[src/rtl/lsu_mem_port.sv]
// Load/store unit bridging the execute stage to a handshaked data memory.
// One access in flight; decode faults and bus timeouts come back as cause codes.
module lsu_mem_port #(
  parameter int XLEN     = 32,
  parameter int MAX_WAIT = 16
) (
  input  logic                i_clk,
  input  logic                i_rst,
  input  logic                i_req_valid,
  output logic                o_req_ready,
  input  logic                i_req_wen,
  input  logic [2:0]          i_req_funct3,
  input  logic [XLEN-1:0]     i_req_addr,
  input  logic [XLEN-1:0]     i_req_wdata,
  output logic                o_rsp_valid,
  output logic [XLEN-1:0]     o_rsp_rdata,
  output logic [1:0]          o_rsp_cause,
  output logic [XLEN-1:0]     o_mem_addr,
  output logic                o_mem_ren,
  output logic                o_mem_wen,
  output logic [XLEN-1:0]     o_mem_wdata,
  output logic [XLEN/8-1:0]   o_mem_mask,
  input  logic                i_mem_ready,
  input  logic                i_mem_valid,
  input  logic [XLEN-1:0]     i_mem_rdata
);

  localparam int NB = XLEN / 8;
  localparam int OB = $clog2(NB);
  localparam int CW = $clog2(MAX_WAIT + 2);

  localparam logic [1:0] S_IDLE  = 2'd0;
  localparam logic [1:0] S_ISSUE = 2'd1;
  localparam logic [1:0] S_WAIT  = 2'd2;
  localparam logic [1:0] S_RESP  = 2'd3;

  localparam logic [1:0] C_OK    = 2'd0;
  localparam logic [1:0] C_MISAL = 2'd1;
  localparam logic [1:0] C_ILL   = 2'd2;
  localparam logic [1:0] C_TMO   = 2'd3;

  function automatic logic [NB-1:0] f_mask(input logic [1:0] sz, input logic [OB-1:0] off);
    logic [NB-1:0] m;
    // 1 << NB wraps to zero, so the subtraction still yields all lanes for full width
    m = (NB'(1) << (4'd1 << sz)) - NB'(1);
    return m << off;
  endfunction

  function automatic logic [XLEN-1:0] f_wdata(input logic [XLEN-1:0] d, input logic [1:0] sz);
    logic [XLEN-1:0] r;
    case (sz)
      2'd0:    r = {NB{d[7:0]}};
      2'd1:    r = {(NB/2){d[15:0]}};
      2'd2:    r = {(NB/4){d[31:0]}};
      default: r = d;
    endcase
    return r;
  endfunction

  function automatic logic [XLEN-1:0] f_load_ext(input logic [XLEN-1:0] word,
                                                  input logic [OB-1:0]   off,
                                                  input logic [2:0]      f3);
    logic [XLEN-1:0] s;
    logic [6:0]      sh;
    s  = word >> {off, 3'b000};
    sh = 7'(XLEN) - (7'd8 << f3[1:0]);
    // left-justify the field, then shift back down arithmetically or logically
    s  = s << sh;
    if (f3[2]) s = s >> sh;
    else       s = $unsigned($signed(s) >>> sh);
    return s;
  endfunction

  logic [1:0]      r_state;
  logic [CW-1:0]   r_cnt;
  logic            r_rsp_valid;
  logic [XLEN-1:0] r_rsp_rdata;
  logic [1:0]      r_rsp_cause;
  logic            r_wen;
  logic [2:0]      r_funct3;
  logic [XLEN-1:0] r_addr;
  logic [XLEN-1:0] r_wdata;

  logic            w_accept;
  logic            w_issue;
  logic            w_ill;
  logic            w_mis;
  logic [CW-1:0]   w_cnt_nxt;
  logic            w_tmo;

  assign o_req_ready = (r_state == S_IDLE) & ~i_rst;
  assign w_accept    = i_req_valid & o_req_ready;
  assign w_issue     = (r_state == S_ISSUE);

  assign w_ill = (i_req_funct3 == 3'b111)
               | ((XLEN == 32) & ((i_req_funct3 == 3'b011) | (i_req_funct3 == 3'b110)))
               | (i_req_wen & i_req_funct3[2]);

  always_comb begin
    w_mis = 1'b0;
    case (i_req_funct3[1:0])
      2'd1:    w_mis = i_req_addr[0];
      2'd2:    w_mis = |i_req_addr[1:0];
      2'd3:    w_mis = |i_req_addr[2:0];
      default: w_mis = 1'b0;
    endcase
  end

  assign w_cnt_nxt = r_cnt + CW'(1);
  assign w_tmo     = (MAX_WAIT != 0) && (w_cnt_nxt == CW'(MAX_WAIT));

  assign o_mem_ren   = w_issue & ~r_wen;
  assign o_mem_wen   = w_issue & r_wen;
  assign o_mem_addr  = w_issue ? {r_addr[XLEN-1:OB], {OB{1'b0}}} : '0;
  assign o_mem_mask  = w_issue ? f_mask(r_funct3[1:0], r_addr[OB-1:0]) : '0;
  assign o_mem_wdata = w_issue ? f_wdata(r_wdata, r_funct3[1:0]) : '0;

  assign o_rsp_valid = r_rsp_valid;
  assign o_rsp_rdata = r_rsp_rdata;
  assign o_rsp_cause = r_rsp_cause;

  // Request capture: data only, qualified by the accept handshake
  always_ff @(posedge i_clk) begin
    if (w_accept) begin
      r_wen    <= i_req_wen;
      r_funct3 <= i_req_funct3;
      r_addr   <= i_req_addr;
      r_wdata  <= i_req_wdata;
    end
  end

  always_ff @(posedge i_clk or posedge i_rst) begin
    if (i_rst) begin
      r_state     <= S_IDLE;
      r_cnt       <= '0;
      r_rsp_valid <= 1'b0;
      r_rsp_rdata <= '0;
      r_rsp_cause <= C_OK;
    end else begin
      r_rsp_valid <= 1'b0;
      case (r_state)
        S_IDLE: begin
          if (w_accept) begin
            if (w_ill) begin
              r_state     <= S_RESP;
              r_rsp_valid <= 1'b1;
              r_rsp_rdata <= '0;
              r_rsp_cause <= C_ILL;
            end else if (w_mis) begin
              r_state     <= S_RESP;
              r_rsp_valid <= 1'b1;
              r_rsp_rdata <= '0;
              r_rsp_cause <= C_MISAL;
            end else begin
              r_state <= S_ISSUE;
              r_cnt   <= '0;
            end
          end
        end
        S_ISSUE: begin
          r_cnt <= w_cnt_nxt;
          if (w_tmo) begin
            r_state     <= S_RESP;
            r_rsp_valid <= 1'b1;
            r_rsp_rdata <= '0;
            r_rsp_cause <= C_TMO;
          end else if (i_mem_ready) begin
            r_state <= S_WAIT;
          end
        end
        S_WAIT: begin
          r_cnt <= w_cnt_nxt;
          // completion on the limit cycle beats the timeout
          if (i_mem_valid) begin
            r_state     <= S_RESP;
            r_rsp_valid <= 1'b1;
            r_rsp_rdata <= r_wen ? '0 : f_load_ext(i_mem_rdata, r_addr[OB-1:0], r_funct3);
            r_rsp_cause <= C_OK;
          end else if (w_tmo) begin
            r_state     <= S_RESP;
            r_rsp_valid <= 1'b1;
            r_rsp_rdata <= '0;
            r_rsp_cause <= C_TMO;
          end
        end
        default: begin
          r_state <= S_IDLE;
        end
      endcase
    end
  end

endmodule

[config.mk]
export PLATFORM = sky130hd
export DESIGN_NAME = lsu_mem_port
export DESIGN_NICKNAME = d
export VERILOG_FILES = /design/src/rtl/lsu_mem_port.sv
export SDC_FILE = /design/constraint.sdc
export NUM_CORES = 1
export LEC_CHECK = 0
export BUFFER_PORTS_ARGS = -buffer_cell sky130_fd_sc_hd__buf_2
export CAP_MARGIN = 20
export CELL_PAD_IN_SITES_DETAIL_PLACEMENT = 1
export CELL_PAD_IN_SITES_GLOBAL_PLACEMENT = 1
export CORE_MARGIN = 10
export CORE_UTILIZATION = 41
export CTS_CLUSTER_DIAMETER = 40
export DETAILED_ROUTE_END_ITERATION = 16
export GPL_ROUTABILITY_DRIVEN = 1
export GPL_TIMING_DRIVEN = 0
export PLACE_DENSITY = 0.87
export SYNTH_ARGS = -nofsm -noshare
export SYNTH_HDL_FRONTEND = slang
export SYNTH_SLANG_ARGS = --single-unit
[constraint.sdc]
create_clock -name i_clk -period 5.5 [get_ports i_clk]
set_input_delay 0.55 -clock i_clk [delete_from_list [all_inputs] [get_ports i_clk]]
set_output_delay 0.55 -clock i_clk [all_outputs]
set_load 0.005 [all_outputs]
==> impl_metrics.env <==
export IMPL_min_path_type="in2reg"
export IMPL_yosys_warnings=0
export IMPL_grt_ovfl_total=0
export IMPL_yosysMostFrequentCell="nand2_1"
export IMPL_drc=0
export IMPL_fin_util=0.5250
export IMPL_startpoint_type="flop"
export IMPL_ir_drop_v=0.0001977
export IMPL_dpl_worst_slack_ns=1.884
export IMPL_cts_hold_buf=0
export IMPL_finalSetupTns_ns=0
export IMPL_p_leak_nw=3.466
export IMPL_fp_dieH_um=140.9
export IMPL_finalMaxSlewViolations=0
export IMPL_rsz0062_at_grt="no"
export IMPL_grt_pass1_vias=6255
export IMPL_vias_per_cell=5.641
export IMPL_fin_ws_ns=1.455
export IMPL_skew_ns=0.005721
export IMPL_gp_congestion=0.8856
export IMPL_yosysTopAreaCell="edfxtp_1"
export IMPL_coreArea_mm2=0.01442
export IMPL_syn_area_per_cell_um2=10.11
export IMPL_seq_area_frac_synth=0.5161
export IMPL_max_freq_ghz=0.2472
export IMPL_crit_arrival_ns=3.49
export IMPL_fin_area_mm2=0.007572
export IMPL_drt_iter0_drc=511
export IMPL_initial_core_util=0.4155
export IMPL_dp_hpwl_mm=17.91
export IMPL_ctsResizeCount=0
export IMPL_postSynthCellCount=593
export IMPL_dr_max_layer_used="met5"
export IMPL_total_power_mw=2.863
export IMPL_path_buf_inv=5
export IMPL_clock_latency_ns=0.36
export IMPL_clk_path_buf_depth=2
export IMPL_cap_viol_max_count=0
export IMPL_worst_ep_required_time_ns=4.95
export IMPL_path_clk_slew_ns=0.07
export IMPL_slowest_delay_ns=0.49
export IMPL_synth_edf_count=68
export IMPL_cp_top_family="buffers and inverters"
export IMPL_min_period_ns=4.045
export IMPL_setup_viol=0
export IMPL_nets=927
export IMPL_synth_seq_cells=110
export IMPL_crit_fanout=12
export IMPL_placed_area_mm2=0.007273
export IMPL_via_count=5658
export IMPL_drt_first_pass_iters=4
export IMPL_whs_ns=0.3622
export IMPL_finalCritPeriodShare=0.7354
export IMPL_synth_common_cells="nand2_1 (85), edfxtp_1 (68), o21ai_0 (52), a21oi_1 (45), dfrtp_1 (42)"
export IMPL_crit_path_frequent_cell="clkbuf_1"
export IMPL_synthTopCellsByArea="edfxtp_1 (34%), dfrtp_1 (18%), nand2_1 (5.3%)"
export IMPL_synth_top_area_frac=0.3407
export IMPL_antenna_left=0
export IMPL_stdcell_count=1003
export IMPL_grt_pass1_wl_mm=35.38
export IMPL_io_buffers=208
export IMPL_path_class="reg2out"
export IMPL_ioPinCount=211
export IMPL_grt_antenna_before_repair=1
export IMPL_rows=44
export IMPL_drive_above_1_share=0.3154
export IMPL_htree_levels=3
export IMPL_cts_root_buf="clkbuf_16"
export IMPL_wl_mm=23.08
export IMPL_cts_tree="done"
export IMPL_numCtsBuffers=9
export IMPL_grt_max_degree=72
export IMPL_relSlewSlack=0.3204
export IMPL_worst_pin_slew_ns=1.012
export IMPL_path_cells="nor2_4, inv_1, clkbuf_1, ha_1, clkbuf_1, nor2_1, clkbuf_1, a22oi_1, nor2b_1, buf_2"
export IMPL_synthFlopType="edfxtp_1"
export IMPL_wire_per_inst_um=23.01
export IMPL_synthArstFlopShare=0.3818
export IMPL_met1_length_mm=8.478
export IMPL_hold_viol=0
export IMPL_crit_slowest_cell="edfxtp_1"
export IMPL_p_per_area_mw_per_mm2=378.1
export IMPL_wl_met3_mm=2.170
export IMPL_met2WireLength_mm=11.70
export IMPL_die_w_um=140.9
export IMPL_clock_sinks=110
export IMPL_synth_cell_types=61
export IMPL_die_area_mm2=0.01985
export IMPL_postCtsSetupRepairBufs=0
export IMPL_synth_area_mm2=0.005993
export IMPL_syn2layout_area_growth_pct=26.35
export IMPL_place_inst=986
export IMPL_gr_usage_all_layers=0.2250
export IMPL_status="completed"
export IMPL_crit_path_end_kind="output pin"
==> path summary, 6_finish.rpt <==
kind                                  from               to  slack, ns  depth (start not counted)
max                            r_funct3[1]  o_mem_wdata[27]       1.46                         10
min                         i_req_wdata[2]       r_wdata[2]       0.36                          1
max reg2reg                    r_funct3[1]  o_rsp_rdata[18]       2.13                         10
min reg2reg                o_rsp_rdata[19]  o_rsp_rdata[19]       0.48                          2
max in group asynchronous            i_rst  o_rsp_rdata[18]       4.46                          2
min in group asynchronous            i_rst      o_rsp_valid       0.43                          2
==> layout make-up <==
type / count / area [um^2]
sequential: 110 / 3093
fill: 1695 / 6852
timing repair buffer: 208 / 1041
clock buffer: 9 / 225.2
inverter: 18 / 67.56
antenna: 1 / 2.502
buffer: 40 / 209.0
multi-input combinational: 426 / 2633
tap: 184 / 230.2
clock inverter: 7 / 71.32
==> per-layer routing <==
metal	track usage	up-vias
met2	0.3897	260
met5	0	-
met4	0.09674	2
li1	-	2560
met3	0.08230	52
met1	0.2413	2784
==> registers in the layout (all words and copies together) (netlist names) <==
| register | count |
|---|---|
| r_wdata | 32 |
| o_rsp_cause | 2 |
| o_rsp_valid | 1 |
| r_addr | 32 |
| r_wen | 1 |
| o_rsp_rdata | 32 |
| r_funct3 | 3 |
| r_cnt | 5 |
| r_state | 2 |
==> where the power goes <==
| group | switching [mW] | leakage [nW] | total [mW] | internal [mW] |
|---|---|---|---|---|
| clock network | 0.318 | 0.136 | 0.672 | 0.354 |
| registers | 0.0644 | 1.20 | 1.06 | 0.993 |
| logic | 0.709 | 2.13 | 1.13 | 0.425 |
| total | 1.09 | 3.47 | 2.86 | 1.77 |
==> kinds of logic after synthesis <==
group | count (synthesis) | synth area share
other | 1 | 0.0006257
DFF | 110 | 0.5161
adders and majority gates | 10 | 0.02046
muxes | 27 | 0.04635
and+or+nand+nor | 215 | 0.1833
AOI/OAI and AO/OA | 170 | 0.1841
xor gates and xnor gates | 2 | 0.002923
buffers and inverters | 58 | 0.04614
==> worst register-to-register path: cells and delay by family, from the launching register on <==
family / cells / cell delay (ns)
compound gates: 4 / 0.92
fa+ha+maj: 1 / 0.40
simple gates: 2 / 0.74
flops: 1 / 0.49
buf+inv: 3 / 0.74
==> placed cells by master (no fill, tap or decap), types with 7 or more instances in the layout <==
cell type,Yosys,routed
dfrtp_1,42,42
inv_1,16,15
and2_1,40,40
a22o_1,12,12
nand2b_1,8,8
nand2_1,85,85
clkbuf_16,0,9
nor2b_1,30,30
nand3_1,7,7
a21oi_1,45,45
a22oi_1,16,16
o21ai_0,52,52
clkbuf_1,25,25
a221oi_1,7,7
edfxtp_1,68,68
nor2_1,20,20
buf_2,5,213
ha_1,9,9
mux2i_1,21,21
No activity file was read; power rests on OpenSTA's default activity.
